--- config.mk ---
export PLATFORM = sky130hd
export DESIGN_NAME = uart_reg_master
export DESIGN_NICKNAME = d
export VERILOG_FILES = /design/src/rtl/uart_reg_master.sv
export SDC_FILE = /design/constraint.sdc
export NUM_CORES = 1
export LEC_CHECK = 0
export ABC_AREA = 0
export CORE_ASPECT_RATIO = 0.75
export CORE_UTILIZATION = 49
export CTS_CLUSTER_DIAMETER = 150
export DETAILED_ROUTE_END_ITERATION = 7
export GPL_TIMING_DRIVEN = 0
export PLACE_DENSITY = 0.83
export SLEW_MARGIN = 40
export SYNTH_ARGS = -nofsm -noshare
export SYNTH_HDL_FRONTEND = slang
export SYNTH_SLANG_ARGS = --single-unit
--- constraint.sdc ---
create_clock -name clock -period 2.2 [get_ports clock]
set_clock_uncertainty 0.2 [all_clocks]
set_input_delay 0.44 -clock clock [delete_from_list [all_inputs] [get_ports clock]]
set_output_delay 0.44 -clock clock [all_outputs]
set_load 0.05 [all_outputs]
--- src/rtl/uart_reg_master.sv ---
// rtl/uart_reg_master.sv - register-port initiator bridging TX/RX byte streams to the UART peripheral
// Optional: define UART_REG_MASTER_STATS_EN to add the tx_count/rx_count outputs.
module uart_reg_master #(
    parameter int         FIFO_DEPTH = 4,
    parameter int         TIMEOUT    = 65535,
    parameter logic [7:0] CTRL_INIT  = 8'h11
) (
    input  logic        clock,
    input  logic        reset,
    input  logic [7:0]  s_tx_data,
    input  logic        s_tx_valid,
    output logic        s_tx_ready,
    output logic [7:0]  m_rx_data,
    output logic        m_rx_valid,
    input  logic        m_rx_ready,
    output logic        uart_wren,
    output logic [2:0]  uart_addr,
    output logic [7:0]  uart_wdata,
    input  logic [7:0]  uart_rdata,
    output logic        rx_overflow,
    output logic        tx_timeout
`ifdef UART_REG_MASTER_STATS_EN
    ,
    output logic [15:0] tx_count,
    output logic [15:0] rx_count
`endif
);
    localparam int AW = $clog2(FIFO_DEPTH);
    localparam int PW = AW + 1;
    localparam int CW = $clog2(TIMEOUT + 1);
    localparam logic [CW-1:0] TIMEOUT_LAST = CW'(TIMEOUT - 1);
    localparam logic [2:0] ADDR_CTRL = 3'd0;
    localparam logic [2:0] ADDR_TXD  = 3'd1;
    localparam logic [2:0] ADDR_RXD  = 3'd2;
    localparam logic [7:0] CTRL_GO   = CTRL_INIT | 8'h04;

    typedef enum logic [3:0] {
        ST_INIT, ST_POLL, ST_EVAL, ST_RX_READ, ST_RX_CAP,
        ST_TX_DATA, ST_TX_GO, ST_TX_WAIT, ST_TX_DROP
    } state_t;

    state_t        state_q;
    logic          uart_wren_q;
    logic [2:0]    uart_addr_q;
    logic [7:0]    uart_wdata_q;
    logic          s_tx_ready_q;
    logic          rx_valid_q;
    logic          rx_overflow_q;
    logic          tx_timeout_q;
    logic [CW-1:0] cnt_q;

    logic [7:0]    fifo_mem [FIFO_DEPTH];
    logic [PW-1:0] wr_ptr_q, rd_ptr_q, wr_ptr_d, rd_ptr_d;
    logic          fifo_full, fifo_empty, fifo_push, fifo_pop;

    assign fifo_empty = (wr_ptr_q == rd_ptr_q);
    assign fifo_full  = (wr_ptr_q[AW] != rd_ptr_q[AW]) &&
                        (wr_ptr_q[AW-1:0] == rd_ptr_q[AW-1:0]);
    assign fifo_push  = (state_q == ST_RX_CAP) && !fifo_full;
    assign fifo_pop   = !fifo_empty && m_rx_ready;
    assign wr_ptr_d   = wr_ptr_q + PW'(fifo_push);
    assign rd_ptr_d   = rd_ptr_q + PW'(fifo_pop);

    always_ff @(posedge clock) begin
        if (fifo_push) fifo_mem[wr_ptr_q[AW-1:0]] <= uart_rdata;
    end

    // Every state's bus action is registered here, so it appears on the port in the following cycle;
    // uart_rdata is therefore valid at the edge after a read has been presented.
    always_ff @(posedge clock or negedge reset) begin
        if (!reset) begin
            state_q       <= ST_INIT;
            uart_wren_q   <= 1'b0;
            uart_addr_q   <= ADDR_CTRL;
            uart_wdata_q  <= 8'h00;
            s_tx_ready_q  <= 1'b0;
            rx_valid_q    <= 1'b0;
            rx_overflow_q <= 1'b0;
            tx_timeout_q  <= 1'b0;
            cnt_q         <= '0;
            wr_ptr_q      <= '0;
            rd_ptr_q      <= '0;
        end else begin
            uart_wren_q  <= 1'b0;
            uart_addr_q  <= ADDR_CTRL;
            s_tx_ready_q <= 1'b0;
            wr_ptr_q     <= wr_ptr_d;
            rd_ptr_q     <= rd_ptr_d;
            case (state_q)
                ST_INIT: begin
                    uart_wren_q  <= 1'b1;
                    uart_wdata_q <= CTRL_INIT;
                    state_q      <= ST_POLL;
                end
                ST_POLL: state_q <= ST_EVAL;
                ST_EVAL: begin
                    rx_valid_q <= uart_rdata[6];
                    if (uart_rdata[6] && !rx_valid_q) begin
                        state_q <= ST_RX_READ;
                    end else if (s_tx_valid && uart_rdata[1]) begin
                        s_tx_ready_q <= 1'b1;
                        state_q      <= ST_TX_DATA;
                    end else begin
                        state_q <= ST_POLL;
                    end
                end
                ST_RX_READ: begin
                    uart_addr_q <= ADDR_RXD;
                    state_q     <= ST_RX_CAP;
                end
                ST_RX_CAP: begin
                    if (fifo_full) rx_overflow_q <= 1'b1;
                    state_q <= ST_POLL;
                end
                ST_TX_DATA: begin
                    uart_wren_q  <= 1'b1;
                    uart_addr_q  <= ADDR_TXD;
                    uart_wdata_q <= s_tx_data;
                    state_q      <= ST_TX_GO;
                end
                ST_TX_GO: begin
                    uart_wren_q  <= 1'b1;
                    uart_wdata_q <= CTRL_GO;
                    cnt_q        <= '0;
                    state_q      <= ST_TX_WAIT;
                end
                ST_TX_WAIT: begin
                    // The first cycle here still shows the TX_VALID write, so only sample on read cycles.
                    if (!uart_wren_q) rx_valid_q <= uart_rdata[6];
                    if (!uart_wren_q && !uart_rdata[1]) begin
                        state_q <= ST_TX_DROP;
                    end else if (cnt_q == TIMEOUT_LAST) begin
                        tx_timeout_q <= 1'b1;
                        state_q      <= ST_TX_DROP;
                    end else begin
                        cnt_q <= cnt_q + CW'(1);
                    end
                end
                ST_TX_DROP: begin
                    uart_wren_q  <= 1'b1;
                    uart_wdata_q <= CTRL_INIT;
                    state_q      <= ST_POLL;
                end
                default: state_q <= ST_INIT;
            endcase
        end
    end

`ifdef UART_REG_MASTER_STATS_EN
    logic [15:0] tx_count_q, rx_count_q;

    always_ff @(posedge clock or negedge reset) begin
        if (!reset) begin
            tx_count_q <= 16'h0000;
            rx_count_q <= 16'h0000;
        end else begin
            if (state_q == ST_TX_DATA) tx_count_q <= tx_count_q + 16'd1;
            if (fifo_push)             rx_count_q <= rx_count_q + 16'd1;
        end
    end

    assign tx_count = tx_count_q;
    assign rx_count = rx_count_q;
`endif

    assign s_tx_ready  = s_tx_ready_q;
    assign m_rx_data   = fifo_mem[rd_ptr_q[AW-1:0]];
    assign m_rx_valid  = !fifo_empty;
    assign uart_wren   = uart_wren_q;
    assign uart_addr   = uart_addr_q;
    assign uart_wdata  = uart_wdata_q;
    assign rx_overflow = rx_overflow_q;
    assign tx_timeout  = tx_timeout_q;

endmodule

==> results.toml, run 1 <==
[sta]
min_period_ps = 2250
fin_tns_setup_ps = -631
finalSetupViolCount = 24
hold_viol_final = 0
setup_ws_ps = -52.8
rsz0062_at_grt = "true"
maxSlewViolCount = 0
period_share = 1.02
maxSlewHeadroom = 0.657
tightestPinTransition_ps = 515
whs_ps = 259
fmax_mhz = 444

[floorplanning]
die_h_um = 72.3
io-pin-count = 44
num_rows = 25
die_area_sq_um = 6920
die_w_um = 95.7
start_util = 0.511
core_sq_um = 6320

[cells_and_area]
syn_to_final_growth_pct = 31.0
nFillCells = 436
multi_input_comb_area_sq_um = 1290
drive_gt1_frac = 0.242
nets = 335
regArea_sq_um = 1990
n_antenna_cell = 0

[grt]
grt.overflow.total = 0
grt_first_pass_wirelength_um = 11000
grt_antenna_before_repair = 0
grt_start_max_net_pins = 42
grt_pass1_vias = 2233
track_usage = 0.217

[route]
drt-initial-drc-count = 177
drt-total-wl_um = 7030
dr.pass1.iters = 4
wl_per_cell_um = 17.8
avgViaCountPerCell = 5.92
drt.antenna.violating_nets = 0
remaining_drc_errors = 0
num_vias = 2340

[setup_path]
crit_path_start_kind = "flip-flop"
crit_required_ps = 1560
crit_path_end_kind = "primary output"
cp_max_fo = 5
timing.rr.end = "fifo_mem[2][7]"
worstPathArrival_ps = 1610
path_class = "flip-flop to primary output"
rrSetupSlack_ps = -40
reg2reg_depth = 7
r2r_start = "rd_ptr_q[0]"

[min_path]
min_from = "tx_timeout"
worstHoldPathCells = 1
hold_end = "tx_timeout"
min_path_type = "flip-flop to flip-flop"

[power_and_ir_drop]
power.leakage_uw = 0.00172
power_density_nw_per_um2 = 1330
vdd_drop_max_uv = 742

[placement]
place.gp.congestion = 0.858
portBuffers = 42
dp_hpwl_um = 4430

[yosys]
synth_edf_count = 32
syn-num-nets = 270
yosysTopAreaCell = "dfrtp_1"
ys_top_cells_by_count = "dfrtp_1, edfxtp_1, nand2_1"
yosys.area.top_type_share = 0.318
ys_seq_area_frac = 0.616
synth_area_leaders = "dfrtp_1, edfxtp_1, mux4_2"
yosysMostFrequentCell = "dfrtp_1"
synthArstFlopShare = 0.562
syn_area_sq_um = 3230
syn_inst = 244
synth_ff_type = "dfrtp_1"
ys_ff_latch = 73
synth_cell_types = 54
ys_warn_count = 0
syn_avg_cell_area_sq_um = 13.2

[status]
run_status = "finished, violations left"
violations = "setup timing"

[cts]
clkTransAtPathRegs_ps = 70
cts_buffers = 9
cts-root-buf = "clkbuf_8"
clk_path_buf_depth = 2
cts_tree = "built"
clock_sinks = 73
htree_levels = 3
clk_latency_ps = 340

[job]
maxCapViolCount = 0
## cells in the final DEF (no fill, tap or decap), drive strengths merged, types with 5 or more instances in the layout
cell type	instances
nand2	16
o21ai	9
a21oi	10
dfrtp	41
inv	7
edfxtp	32
nand3	6
buf	26
a31oi	7
mux4	8
clkdlybuf4s50	28
a22o	5
nand4	5
nor2	10
clkinv	6
ha	6
clkbuf	13
mux2i	7
nor3	7
## logic make-up after synthesis
kind of cell / count (synthesis) / share of synthesized area
DFF: 73 / 0.616
AOI/OAI and AO/OA: 51 / 0.109
and+or+nand+nor: 76 / 0.136
muxes: 16 / 0.0810
xor gates and xnor gates: 5 / 0.0136
other: 1 / 0.00116
adders and majority gates: 6 / 0.0233
buffers and inverters: 16 / 0.0209
## power breakdown
| group | switching, uW | total (uW) | internal (uW) |
|---|---|---|---|
| Sequential | 285 | 2020 | 1740 |
| Combinational | 1530 | 2580 | 1050 |
| Clock | 490 | 1010 | 523 |
## stage by stage
step / instances / setup slack [ps] / cell area, sq um / power (uW) / utilization
detailed placement: 367 / -469 / 3760 / 4280 / 0.595
global placement: 367 / -844 / 3750 / 4190 / 0.593
finish: 395 / -52.8 / 4230 / 5620 / 0.670
CTS: 391 / -56.0 / 4090 / 5480 / 0.648
global route: 395 / -142 / 4230 / 5920 / 0.670
floorplan: 244 / -222 / 3230 / 3560 / -
## flip-flops by register name (all words and copies together), names as in the netlist
name,count
uart_wren,1
uart_addr,2
s_tx_ready,1
cnt_q,16
fifo_mem,32
rx_overflow,1
state_q,4
rd_ptr_q,3
tx_timeout,1
wr_ptr_q,3
rx_valid_q,1
uart_wdata,8
## critical path, cell delays in order, from the launching register on
cell and delay [ps]:
dfrtp_1 420, buf_6 170, mux4_2 510, buf_6 170
## how the worst max path moves through the flow
stage / startpoint / to / cells after the start
2_1_floorplan: rd_ptr_q[1] / fifo_mem[2][0] / 5
3_3_place_gp: rd_ptr_q[1] / fifo_mem[2][4] / 5
3_5_place_dp: rd_ptr_q[1] / fifo_mem[1][5] / 5
4_1_cts: rd_ptr_q[0] / m_rx_data[1] / 3
5_1_grt: rd_ptr_q[0] / fifo_mem[2][5] / 7
6_report: rd_ptr_q[0] / m_rx_data[1] / 3
## layout make-up
class                           count  area share
Clock inverter                      7      0.0169
Timing Repair Buffer               54       0.133
Clock buffer                        9      0.0293
Inverter                            7     0.00621
Multi-Input combinational cell    155       0.306
Tap cell                           81      0.0240
Buffer                              9      0.0142
Sequential cell                    73       0.470
## what timing repair did
action                                  in CTS  in global routing
hold buffers                                 1                  0
setup buffers                                6                  4
endpoints found under the setup margin      47                 57
resized for setup                           79                 22
cloned                                       1                  0
endpoints found under the hold margin       41                  0
pin swaps                                    2                  3
## layer usage
metal | part of all wire | track usage
met4 | 0.0037 | 0.0481
met1 | 0.44 | 0.293
met5 | 0 | 0
met2 | 0.50 | 0.349
met3 | 0.052 | 0.0660
Power figures use the tool's default switching activity.
==> run 2: changes to the inputs <==
==> constraint.sdc (replaced) <==
create_clock -name clock -period 1.9 [get_ports clock]
set_clock_uncertainty 0.2 [all_clocks]
set_input_delay 0.38 -clock clock [delete_from_list [all_inputs] [get_ports clock]]
set_output_delay 0.38 -clock clock [all_outputs]
set_load 0.05 [all_outputs]
==> results.toml, run 2 (synthesis gave the netlist of run 1 again) <==
[setup_path]
cp_max_fo = 9
crit_required_ps = 1320
path_class = "flip-flop to primary output"
crit_path_end_kind = "primary output"
reg2reg_depth = 6
crit_path_start_kind = "flip-flop"
rrSetupSlack_ps = -240
cp_slowest_cell = "mux4_2"
worstPathArrival_ps = 1580
timing.rr.end = "fifo_mem[2][7]"
r2r_start = "wr_ptr_q[0]"
crit_end = "m_rx_data[3]"
crit_chain = "buf_12, mux4_2, buf_6"
startpoint = "rd_ptr_q[0]"
cpPeakStageDelay_ps = 510

[route]
remaining_drc_errors = 0
num_vias = 2438
dr.pass1.iters = 4
avgViaCountPerCell = 5.85
drt.antenna.violating_nets = 0
drt-initial-drc-count = 136
wl_per_cell_um = 18.0
drt-total-wl_um = 7510

[cts]
cts-root-buf = "clkbuf_8"
clk_path_buf_depth = 2
cts_buffers = 9
clk_latency_ps = 340
clock_sinks = 73
cts_tree = "built"
clkTransAtPathRegs_ps = 80
htree_levels = 3

[grt]
grt_antenna_before_repair = 0
grt_pass1_vias = 2374
grt_first_pass_wirelength_um = 11400
track_usage = 0.220
grt_start_max_net_pins = 42
grt.overflow.total = 0

[sta]
fmax_mhz = 463
hold_viol_final = 0
period_share = 1.14
finalSetupViolCount = 49
min_period_ps = 2160
rsz0062_at_grt = "true"
whs_ps = 282
maxSlewViolCount = 0
tightestPinTransition_ps = 591
maxSlewHeadroom = 0.603
setup_ws_ps = -261

[power_and_ir_drop]
switching_share = 0.409
vdd_drop_max_uv = 902
comb_power_share = 0.471
power_density_nw_per_um2 = 1430
switchingPower_uw = 2650
power.leakage_uw = 0.00185
seq_power_share = 0.355
p_int_uw = 3840
power.share.clock = 0.174

[cells_and_area]
syn_to_final_growth_pct = 40.3
nets = 357
n_antenna_cell = 0
largest_register_ffs = 32
layout_commonest_cell = "dfrtp_1"
nFillCells = 398
final_cell_mix = "dfrtp_1, edfxtp_1, buf_4"
fin_area_sq_um = 4530
drive_gt1_frac = 0.348

[job]
maxCapViolCount = 0

[floorplanning]
core_sq_um = 6320
die_w_um = 95.7
num_rows = 25
die_h_um = 72.3
io-pin-count = 44
start_util = 0.511
die_area_sq_um = 6920

[min_path]
min_from = "tx_timeout"
min_path_type = "flip-flop to flip-flop"

[placement]
portBuffers = 42
placed_cell_area_sq_um = 3820
place.gp.congestion = 0.821
dp_hpwl_um = 4400

[status]
violations = "setup timing"
run_status = "finished, violations left"
## run 2: worst min path at each step
stage / to / depth (start not counted)
floorplan: cnt_q[0] / 0
global route: tx_timeout / 1
CTS: tx_timeout / 1
finish: tx_timeout / 1
detailed placement: cnt_q[9] / 1
global placement: tx_timeout / 1
## run 2: timing repair
| item | in CTS | in global routing |
|---|---|---|
| setup endpoints to repair | 79 | 68 |
| endpoints found under the hold margin | 41 | 0 |
| hold buffers | 1 | 0 |
| buffers inserted | 18 | 17 |
| pin swaps | 11 | 10 |
| gates resized for setup | 101 | 32 |
## run 2: metrics by stage
step                      utilization  std cells  TNS [ps]  worst slack, ps  total power (uW)
after floorplan                     -        244     -4330             -172              4240
after global routing            0.717        417    -14440             -345              6820
after detailed placement        0.604        367    -23850             -478              5030
final                           0.717        417     -9620             -261              6490
after CTS                       0.676        402     -7450             -294              6440
after global placement          0.604        367    -54640             -946              4980
## run 2: critical path, delay by kind of cell, from the launching register on
family | cells | cell delay (ps)
buf+inv | 2 | 330
flops | 1 | 390
mux | 1 | 510
## run 2: routing by layer
| layer | routed length, um | track usage | vias to the layer above |
|---|---|---|---|
| li1 | - | - | 1119 |
| met1 | 3150 | 0.302 | 1209 |
| met2 | 3810 | 0.338 | 95 |
| met3 | 410 | 0.0776 | 15 |
| met4 | 139 | 0.0547 | 0 |
| met5 | 0 | 0 | - |
## run 2: area by class of cell
class / instances / area [sq um] / share of cell area
plain buffers: 8 / 73.8 / 0.0163
clock buffers: 12 / 156 / 0.0345
clock inverters: 4 / 26.3 / 0.00580
inverters: 7 / 26.3 / 0.00580
multi-input cells: 155 / 1420 / 0.313
flip-flops and latches: 73 / 1990 / 0.440
well taps: 81 / 101 / 0.0224
repair buffers: 77 / 732 / 0.162
## run 2: power by group through the flow
stage / sequential [uW] / clock, uW / combinational, uW
after floorplan: 2650 / 0 / 1590
after global placement: 2320 / 0 / 2660
after detailed placement: 2340 / 0 / 2700
after CTS: 2320 / 1140 / 2980
after global routing: 2350 / 1220 / 3250
final: 2310 / 1130 / 3050
==> run 3: changes to the inputs <==
--- a/config.mk
+++ b/config.mk
@@ -6,13 +6,15 @@
 export NUM_CORES = 1
 export LEC_CHECK = 0
 export ABC_AREA = 0
+export ABC_CLOCK_PERIOD_IN_PS = 1900
 export CORE_ASPECT_RATIO = 0.75
 export CORE_UTILIZATION = 49
 export CTS_CLUSTER_DIAMETER = 150
 export DETAILED_ROUTE_END_ITERATION = 7
 export GPL_TIMING_DRIVEN = 0
 export PLACE_DENSITY = 0.83
-export SLEW_MARGIN = 40
+export SKIP_CTS_REPAIR_TIMING = 1
+export SLEW_MARGIN = 10
 export SYNTH_ARGS = -nofsm -noshare
 export SYNTH_HDL_FRONTEND = slang
 export SYNTH_SLANG_ARGS = --single-unit
==> results.toml, run 3 (synthesis gave the netlist of run 1 again) <==
[status]
run_status = "finished, violations left"
violations = "setup timing"

[floorplanning]
die_w_um = 95.7
core_sq_um = 6320
start_util = 0.511
io-pin-count = 44
die_area_sq_um = 6920
num_rows = 25
die_h_um = 72.3

[grt]
track_usage = 0.208
grt_first_pass_wirelength_um = 10600
grt_pass1_vias = 2160
grt.overflow.total = 0
grt_antenna_before_repair = 0
grt_start_max_net_pins = 25

[placement]
portBuffers = 42
dp_cells = 368
place.gp.congestion = 0.821
dp_hpwl_um = 4550
place_ws_ps = -479

[power_and_ir_drop]
power_density_nw_per_um2 = 1430
power.leakage_uw = 0.00190
vdd_drop_max_uv = 933

[cells_and_area]
largest_register_ffs = 32
syn_to_final_growth_pct = 36.9
post-route-util = 0.699
drive_gt1_frac = 0.320
nets = 337
stdcell_count = 397
regArea_sq_um = 2000
multi_input_comb_area_sq_um = 1400
final_cell_mix = "dfrtp_1, edfxtp_1, clkdlybuf4s50_1"
nFillCells = 419
n_antenna_cell = 0
layout_commonest_cell = "dfrtp_1"

[setup_path]
crit_path_start_kind = "flip-flop"
worstPathBufferInverterCount = 2
crit_required_ps = 1320
r2r_start = "rd_ptr_q[0]"
reg2reg_depth = 7
cpPeakStageDelay_ps = 530
rrSetupSlack_ps = -250
crit_chain = "buf_12, mux4_2, buf_6"
crit_path_end_kind = "primary output"
path_class = "flip-flop to primary output"
cp_max_fo = 9
cp_slowest_cell = "mux4_2"
startpoint = "rd_ptr_q[0]"
crit_family = "multiplexers"
worstPathArrival_ps = 1610
timing.rr.end = "fifo_mem[1][1]"

[cts]
clock_sinks = 73
clk_path_buf_depth = 2
cts_tree = "built"
clkTransAtPathRegs_ps = 80
cts-root-buf = "clkbuf_8"
cts_buffers = 9
clk_latency_ps = 350
htree_levels = 3

[route]
avgViaCountPerCell = 5.89
drt-initial-drc-count = 130
wl_per_cell_um = 18.0
drt.antenna.violating_nets = 0
remaining_drc_errors = 0
num_vias = 2340
dr.pass1.iters = 4
drt-total-wl_um = 7130

[min_path]
min_path_type = "flip-flop to flip-flop"
min_from = "tx_timeout"
hold_end = "tx_timeout"
worstHoldPathCells = 1

[sta]
setup_ws_ps = -293
fin_tns_setup_ps = -8090
maxSlewViolCount = 0
hold_viol_final = 0
whs_ps = 264
fmax_mhz = 456
finalSetupViolCount = 48
min_period_ps = 2190
rsz0062_at_grt = "true"
period_share = 1.15
tightestPinTransition_ps = 589
maxSlewHeadroom = 0.604

[job]
maxCapViolCount = 0
==> run 3: cell type report <==
class | count | area share
tap | 81 | 0.0229
clock inverter | 6 | 0.00963
inverter | 7 | 0.00595
clock buffer | 10 | 0.0311
multi-input combinational | 155 | 0.318
sequential | 73 | 0.452
timing repair buffer | 57 | 0.145
buffer | 8 | 0.0159
==> run 3: power breakdown <==
group	total [uW]	internal [uW]	switching, uW
clock	1100	511	594
combinational	2910	1210	1710
sequential	2310	2000	312
total	6330	3720	2610
==> run 3: worst max path at each step <==
stage	endpoint	cells after the start
finish	m_rx_data[7]	3
detailed placement	cnt_q[13]	5
CTS	m_rx_data[7]	3
global route	fifo_mem[1][3]	7
global placement	uart_wren	1
floorplan	wr_ptr_q[2]	8
==> run 3: stage by stage <==
step / cell area, sq um / power (uW)
final: 4420 / 6330
after global routing: 4420 / 6660
after CTS: 4020 / 6150
after detailed placement: 3840 / 5040
after global placement: 3820 / 4980
after floorplan: 3300 / 4240
==> run 3: worst register-to-register path, delay by kind of cell (launching register included) <==
kind / cells / cell delay [ps]
buffers and inverters: 3 / 500
and+or+nand+nor: 3 / 500
DFF: 1 / 410
xor gates and xnor gates: 1 / 240
==> run 3: metal layers <==
| metal | share of wire | routed length, um | global-route usage |
|---|---|---|---|
| met5 | 0 | 0 | 0 |
| met2 | 0.49 | 3460 | 0.299 |
| met1 | 0.45 | 3180 | 0.302 |
| met3 | 0.054 | 386 | 0.0744 |
| met4 | 0.015 | 109 | 0.0547 |
